### src/rtl/width_change_pkg.sv
// Shared constants for the width_change_8to12 / width_change_12to8 converter pair.
package width_change_pkg;

    localparam int unsigned WC_AWIDTH = 12;
    localparam int unsigned WC_BWIDTH = 8;
    localparam int unsigned WC_BUF_W  = 24;
    localparam int unsigned WC_CNT_W  = 5;

endpackage

### src/rtl/width_change_12to8.sv
// 12-bit to 8-bit stream width converter with a 24-bit left-aligned bit buffer.
// Define WIDTH_CHANGE_OVF_EN to compile in the sticky overflow flag for dropped words.
module width_change_12to8
    import width_change_pkg::*;
#(
    parameter int unsigned AWIDTH = WC_AWIDTH,
    parameter int unsigned BWIDTH = WC_BWIDTH
) (
    input  logic              clk,
    input  logic              rst_n,
    input  logic              a_vld,
    input  logic [AWIDTH-1:0] a,
    output logic              b_vld,
    output logic [BWIDTH-1:0] b,
    output logic              ovf
);

    localparam int unsigned BUF_W = WC_BUF_W;
    localparam int unsigned CNT_W = WC_CNT_W;

    logic [BUF_W-1:0] bits_q;
    logic [CNT_W-1:0] cnt_q;
    logic [BUF_W-1:0] a_al;
    logic [BUF_W-1:0] merged;
    logic [CNT_W-1:0] total;
    logic             accept;

    // A word fits only if it can be appended behind the valid bits without spilling.
    always_comb begin
        accept = a_vld && (cnt_q <= CNT_W'(BUF_W - AWIDTH));
        a_al   = BUF_W'(a) << (BUF_W - AWIDTH);
        merged = bits_q | (accept ? (a_al >> cnt_q) : '0);
        total  = cnt_q + (accept ? CNT_W'(AWIDTH) : CNT_W'(0));
    end

    always_ff @(posedge clk or negedge rst_n) begin
        if (!rst_n) begin
            bits_q <= '0;
            cnt_q  <= '0;
            b      <= '0;
            b_vld  <= 1'b0;
        end else if (total >= CNT_W'(BWIDTH)) begin
            b      <= merged[BUF_W-1 -: BWIDTH];
            bits_q <= merged << BWIDTH;
            cnt_q  <= total - CNT_W'(BWIDTH);
            b_vld  <= 1'b1;
        end else begin
            bits_q <= merged;
            cnt_q  <= total;
            b_vld  <= 1'b0;
        end
    end

`ifdef WIDTH_CHANGE_OVF_EN
    logic drop;

    assign drop = a_vld && !accept;

    // Sticky until reset.
    always_ff @(posedge clk or negedge rst_n) begin
        if (!rst_n) begin
            ovf <= 1'b0;
        end else if (drop) begin
            ovf <= 1'b1;
        end
    end
`else
    assign ovf = 1'b0;
`endif

endmodule

### config.mk
export PLATFORM = sky130hd
export DESIGN_NAME = width_change_12to8
export DESIGN_NICKNAME = d
export VERILOG_FILES = /design/src/rtl/width_change_pkg.sv /design/src/rtl/width_change_12to8.sv
export SDC_FILE = /design/constraint.sdc
export NUM_CORES = 1
export LEC_CHECK = 0
export ABC_AREA = 1
export BUFFER_PORTS_ARGS = -buffer_cell sky130_fd_sc_hd__buf_2
export CAP_MARGIN = 20
export CORE_ASPECT_RATIO = 1.5
export CORE_MARGIN = 2
export CORE_UTILIZATION = 30
export DETAILED_ROUTE_END_ITERATION = 10
export PLACE_DENSITY = 0.46
export SLEW_MARGIN = 40
export SYNTH_ARGS = -nofsm -noshare
export SYNTH_HDL_FRONTEND = slang
export SYNTH_SLANG_ARGS = --single-unit
### constraint.sdc
create_clock -name clk -period 4.2 [get_ports clk]
set_input_delay 0.84 -clock clk [delete_from_list [all_inputs] [get_ports clk]]
set_output_delay 0.84 -clock clk [all_outputs]
set_load 0.005 [all_outputs]
-- After elaboration in Yosys (flattened, before gate mapping)
Cells that the tools add are included.
- add/sub/neg operators: 2
- order comparisons: 2
- shift-type cells: 1
- mux-type cells: 5
- bitwise operators: 1
- reduce and logical (&&, ||, !) cells: 1
- operators with widths (cell ; number):
    $mux 24 ; 2
    $or 24x24->24 ; 1
    $shr 24x5->24 ; 1
    $add 5x4->5 ; 1
    $ge 5x4->1 const B ; 1
    $le 5x4->1 const B ; 1
    $mux 5 ; 1
    $sub 5x4->5 const B ; 1
    $mux 4 ; 1
    $logic_and 1x1->1 ; 1
    $mux 1 ; 1
- flip-flop bits (word level): 38
- word-level logic and storage cells: 16

-- Logic depth before layout (Yosys ltp)
- depth after elaboration: 6
- gate-level depth with buffers: 12
- mapped depth without buffers: 10

-- Least setup slack after synthesis
Ideal clock, no wire load.
- kind: input-to-reg
- from: input port a_vld
- to: register b[6]
- setup time: 123 ps
- arrival: 2360 ps
- data required time: 4077 ps
- slack: 1717 ps
- stages: 12
- buffers on the path: 2
- cells stage by stage: inv_1 nor2_1 buf_2 ha_1 inv_1 fa_1 xnor2_2 inv_2 nand2_2 buf_4 o21ai_0 nand2_1
- word-level cells in the longest chain between the ends: 4
- RTL lines (what ; line ; RTL):
    start: declaration ; width_change_12to8.sv:11 ; input logic a_vld,
    $logic_and 1x1->1 * ; width_change_12to8.sv:30 ; accept = a_vld && (cnt_q <= CNT_W'(BUF_W - AWIDTH));
    $mux 4 ; width_change_12to8.sv:33 ; total = cnt_q + (accept ? CNT_W'(AWIDTH) : CNT_W'(0));
    $add 5x4->5 ; width_change_12to8.sv:33 ;
    $ge 5x4->1 ; width_change_12to8.sv:42 ; end else if (total >= CNT_W'(BWIDTH)) begin
    end signal: assignment ; width_change_12to8.sv:43 ; b <= merged[BUF_W-1 -: BWIDTH];
    end: declaration ; width_change_12to8.sv:14 ; output logic [BWIDTH-1:0] b,
Every way passes the cells marked *; elsewhere a longest branch is shown, timed or not.
A chain may end at the register's enable or synchronous reset.

-- Worst setup path in the final report
- from: input port a_vld
- to: register b[5]
Same word-level chain as after synthesis.

==> flow_summary_export.csv <==
group,metric,value,unit
sta,rsz0062_at_grt,"false",
cells_and_area,layout_commonest_cell,"nand2_1",
global_route,grt_max_degree,37,
global_route,grtUsageMet2,23.6,%
floorplanning,fp.dieW,68.5,µm
setup_path,path_class,"input pin to flip-flop",
global_route,busiest_layer,"met2",
cells_and_area,final_cell_mix,"nand2_1 (114), dfrtp_1 (36), inv_1 (33)",
sta,post-route-period-util,63.2,%
sta,drv_slew,0,
global_route,antenna_found_initial,0,
clocking,clk_latency,0.29,ns
setup_path,startpoint_type,"input pin",
floorplanning,ios,25,
pwr,p_leak,1.24,nW
status,outcome,"finished, final reports clean",
synth,synth.distinct_cells,18,
cells_and_area,nets,297,
pwr,powerDensity,782,nW/µm²
cells_and_area,drive_gt1_share,13.9,%
setup_path,crit_buf_inv,5,
synth,yosysSeqAreaShare,48.1,%
routing,first_pass_iters,5,
setup_path,worstRegToRegCells,8,
synth,synth_warnings,0,
floorplanning,rows,35,
sta,setup_viol_count_final,0,
job,max-cap-violations,0,
global_route,grt_use_met3,4.02,%
clocking,cts_setup_buffers,0,
placement,port_buffers,23,
floorplanning,start_util,30.8,%
routing,drc,0,
routing,vias,1587,
sta,worstMarginPinSlew,0.597,ns
sta,slew_headroom,60.0,%
setup_path,cp.required,4.43,ns
setup_path,crit_family,"simple AND/OR/NAND/NOR gates",
clocking,cts_buffer_depth,2,
synth,ys_top_cells_by_area,"dfrtp_1 (48%), nand2_1 (23%), inv_1 (6.6%), nor2_1 (4.6%), nand3_1 (4.5%)",
cells_and_area,areaGrowthSynthToFinish,15.2,%
synth,syn_area,1870,µm²
routing,totalWireLength,4.22,mm
placement,dp_hpwl,2.98,mm
sta,fmax,377,MHz
pwr,irDropWorstVdd,397,µV
cells_and_area,fillers,674,
synth,synth_top_area_share,48.1,%
floorplanning,dieArea,6900,µm²
global_route,grt_pass1_wl,7.36,mm
sta,setup_tns,0,ns
setup_path,critical_path_arrival,2.89,ns
global_route,grt.total_usage,14.6,%
sta,fin_crit,2.65,ns
clocking,cts-root-buf,"clkbuf_8",
setup_path,worstSetupEndpointType,"flip-flop",
cells_and_area,diodes,0,
floorplanning,die_y,101,µm
setup_path,r2r_setup_slack,1.70,ns
min_path,min_delay_worst_endpoint,"b[5]$_DFFE_PN0P_",
clocking,post_cts_resized,0,
min_path,min-delay-start,"b[5]$_DFFE_PN0P_",
setup_path,cp_common_cell,"inv_1",
clocking,htree_levels,2,
synth,ys_ff_latch,36,
setup_path,crit_chain,"buf_2 -> inv_1 -> nor2_1 -> buf_4 -> ha_1 -> inv_1 -> fa_1 -> xnor2_2 -> inv_2 -> nand2_2 -> o21ai_0 -> nand2_1",
synth,syn_nets,275,
synth,synthCells,258,
clocking,clk_pin_slew,0.07,ns
setup_path,slowest_delay,0.46,ns
clocking,cts_num_sinks,36,
synth,avgSynthCellArea,7.26,µm²
routing,postRouteAntennaNets,0,
sta,skew,0.00325,ns
global_route,first_global_vias,1538,
synth,synth_area_leader_cell,"dfrtp_1",
sta,hold_viol_final,0,
clocking,cts_tree,"built",
setup_path,crit_path_top_delay_cell,"nand2_2",
placement,gp_congestion,0.766,
setup_path,r2r-start,"cnt_q[2]$_DFF_PN0_",
min_path,hp-class,"flip-flop to flip-flop",
routing,vias_per_cell,4.47,
routing,wl_per_cell,11.9,µm
floorplanning,core_area,6090,µm²
pwr,finalPower,1.69,mW
routing,dr.first_iter.drc_count,71,
global_route,overflow,0,
clocking,cts_hold_buf,0,
min_path,min_path_cells,2,
setup_path,cp_max_fo,33,
clocking,cts_made_buffers,5,
setup_path,r2r-end,"b[5]$_DFFE_PN0P_",
global_route,globalRouteMet1Util,17.6,%
cell usage after synthesis (all sizes together):
| library cell | number |
|---|---|
| dfrtp | 36 |
| o21ai | 12 |
| buf | 8 |
| xnor2 | 1 |
| inv | 35 |
| conb | 1 |
| fa | 1 |
| nand3 | 17 |
| clkbuf | 1 |
| nand2 | 115 |
| ha | 1 |
| nor2 | 26 |
| a21oi | 4 |
area by class of cell:
class	instances	area [µm²]	share of cell area [%]
Multi-Input combinational cell	178	781	36.2
Timing Repair Buffer	24	125	5.80
Tap cell	74	92.6	4.29
Clock inverter	1	30.0	1.39
Clock buffer	7	96.3	4.47
Sequential cell	36	901	41.8
Inverter	35	131	6.09
worst max-delay path by stage:
stage / startpoint / slack (ns) / cells past startpoint / to
final: a_vld / 1.55 / 12 / b[5]$_DFFE_PN0P_
after global routing: a_vld / 1.26 / 12 / b[4]$_DFFE_PN0P_
after CTS: a_vld / 1.52 / 12 / b[5]$_DFFE_PN0P_
after detailed placement: a_vld / 1.21 / 12 / b[5]$_DFFE_PN0P_
after global placement: a_vld / 1.23 / 12 / bits_q[11]$_DFF_PN0_
after floorplan: a_vld / 1.72 / 12 / b[6]$_DFFE_PN0P_
cell families (layout without fill, tap and decap cells):
logic type      Yosys count  in the layout  synth area share, %
compound gates           16             16                 4.28
xor+xnor                  1              1                0.869
fa+ha+maj                 2              2                 1.74
buf+inv                  44             67                 10.2
flops                    36             36                 48.1
other cells               1              1                0.200
simple gates            158            158                 34.6
flip-flops by register name (all words and copies together) (netlist names):
register,count
b_vld,1
b,8
cnt_q,3
bits_q,24
report_power, final:
group	internal, mW	total [mW]	switching (mW)
Sequential	0.477	0.555	0.0783
Combinational	0.245	0.796	0.551
Clock	0.209	0.336	0.127
Total	0.931	1.69	0.756
through the flow:
stage                     setup slack, ns  utilization (%)  hold slack, ns  instance area [µm²]  std cells
after floorplan                      1.72                -           0.461                 1870        258
after global placement               1.23             33.3           0.466                 2030        347
after detailed placement             1.21             33.4           0.465                 2030        347
after CTS                            1.52             35.4           0.485                 2160        355
after global routing                 1.26             35.4           0.496                 2160        355
final                                1.55             35.4           0.480                 2160        355
routing by layer:
metal  share of wire [%]  vias to the layer above
met2                  49                       27
li1                    -                      816
met5                   0                        -
met1                  45                      737
met3                 4.6                        7
met4                 2.2                        0
worst reg2reg max path: stages, from the launching register on:
cell and delay (ns):
dfrtp_1 0.70, ha_1 0.24, inv_1 0.05, fa_1 0.40, xnor2_2 0.24, inv_2 0.08, nand2_2 0.46, o21ai_0 0.20
nand2_1 0.09
Note: power is estimated with default switching activity, not from simulation.
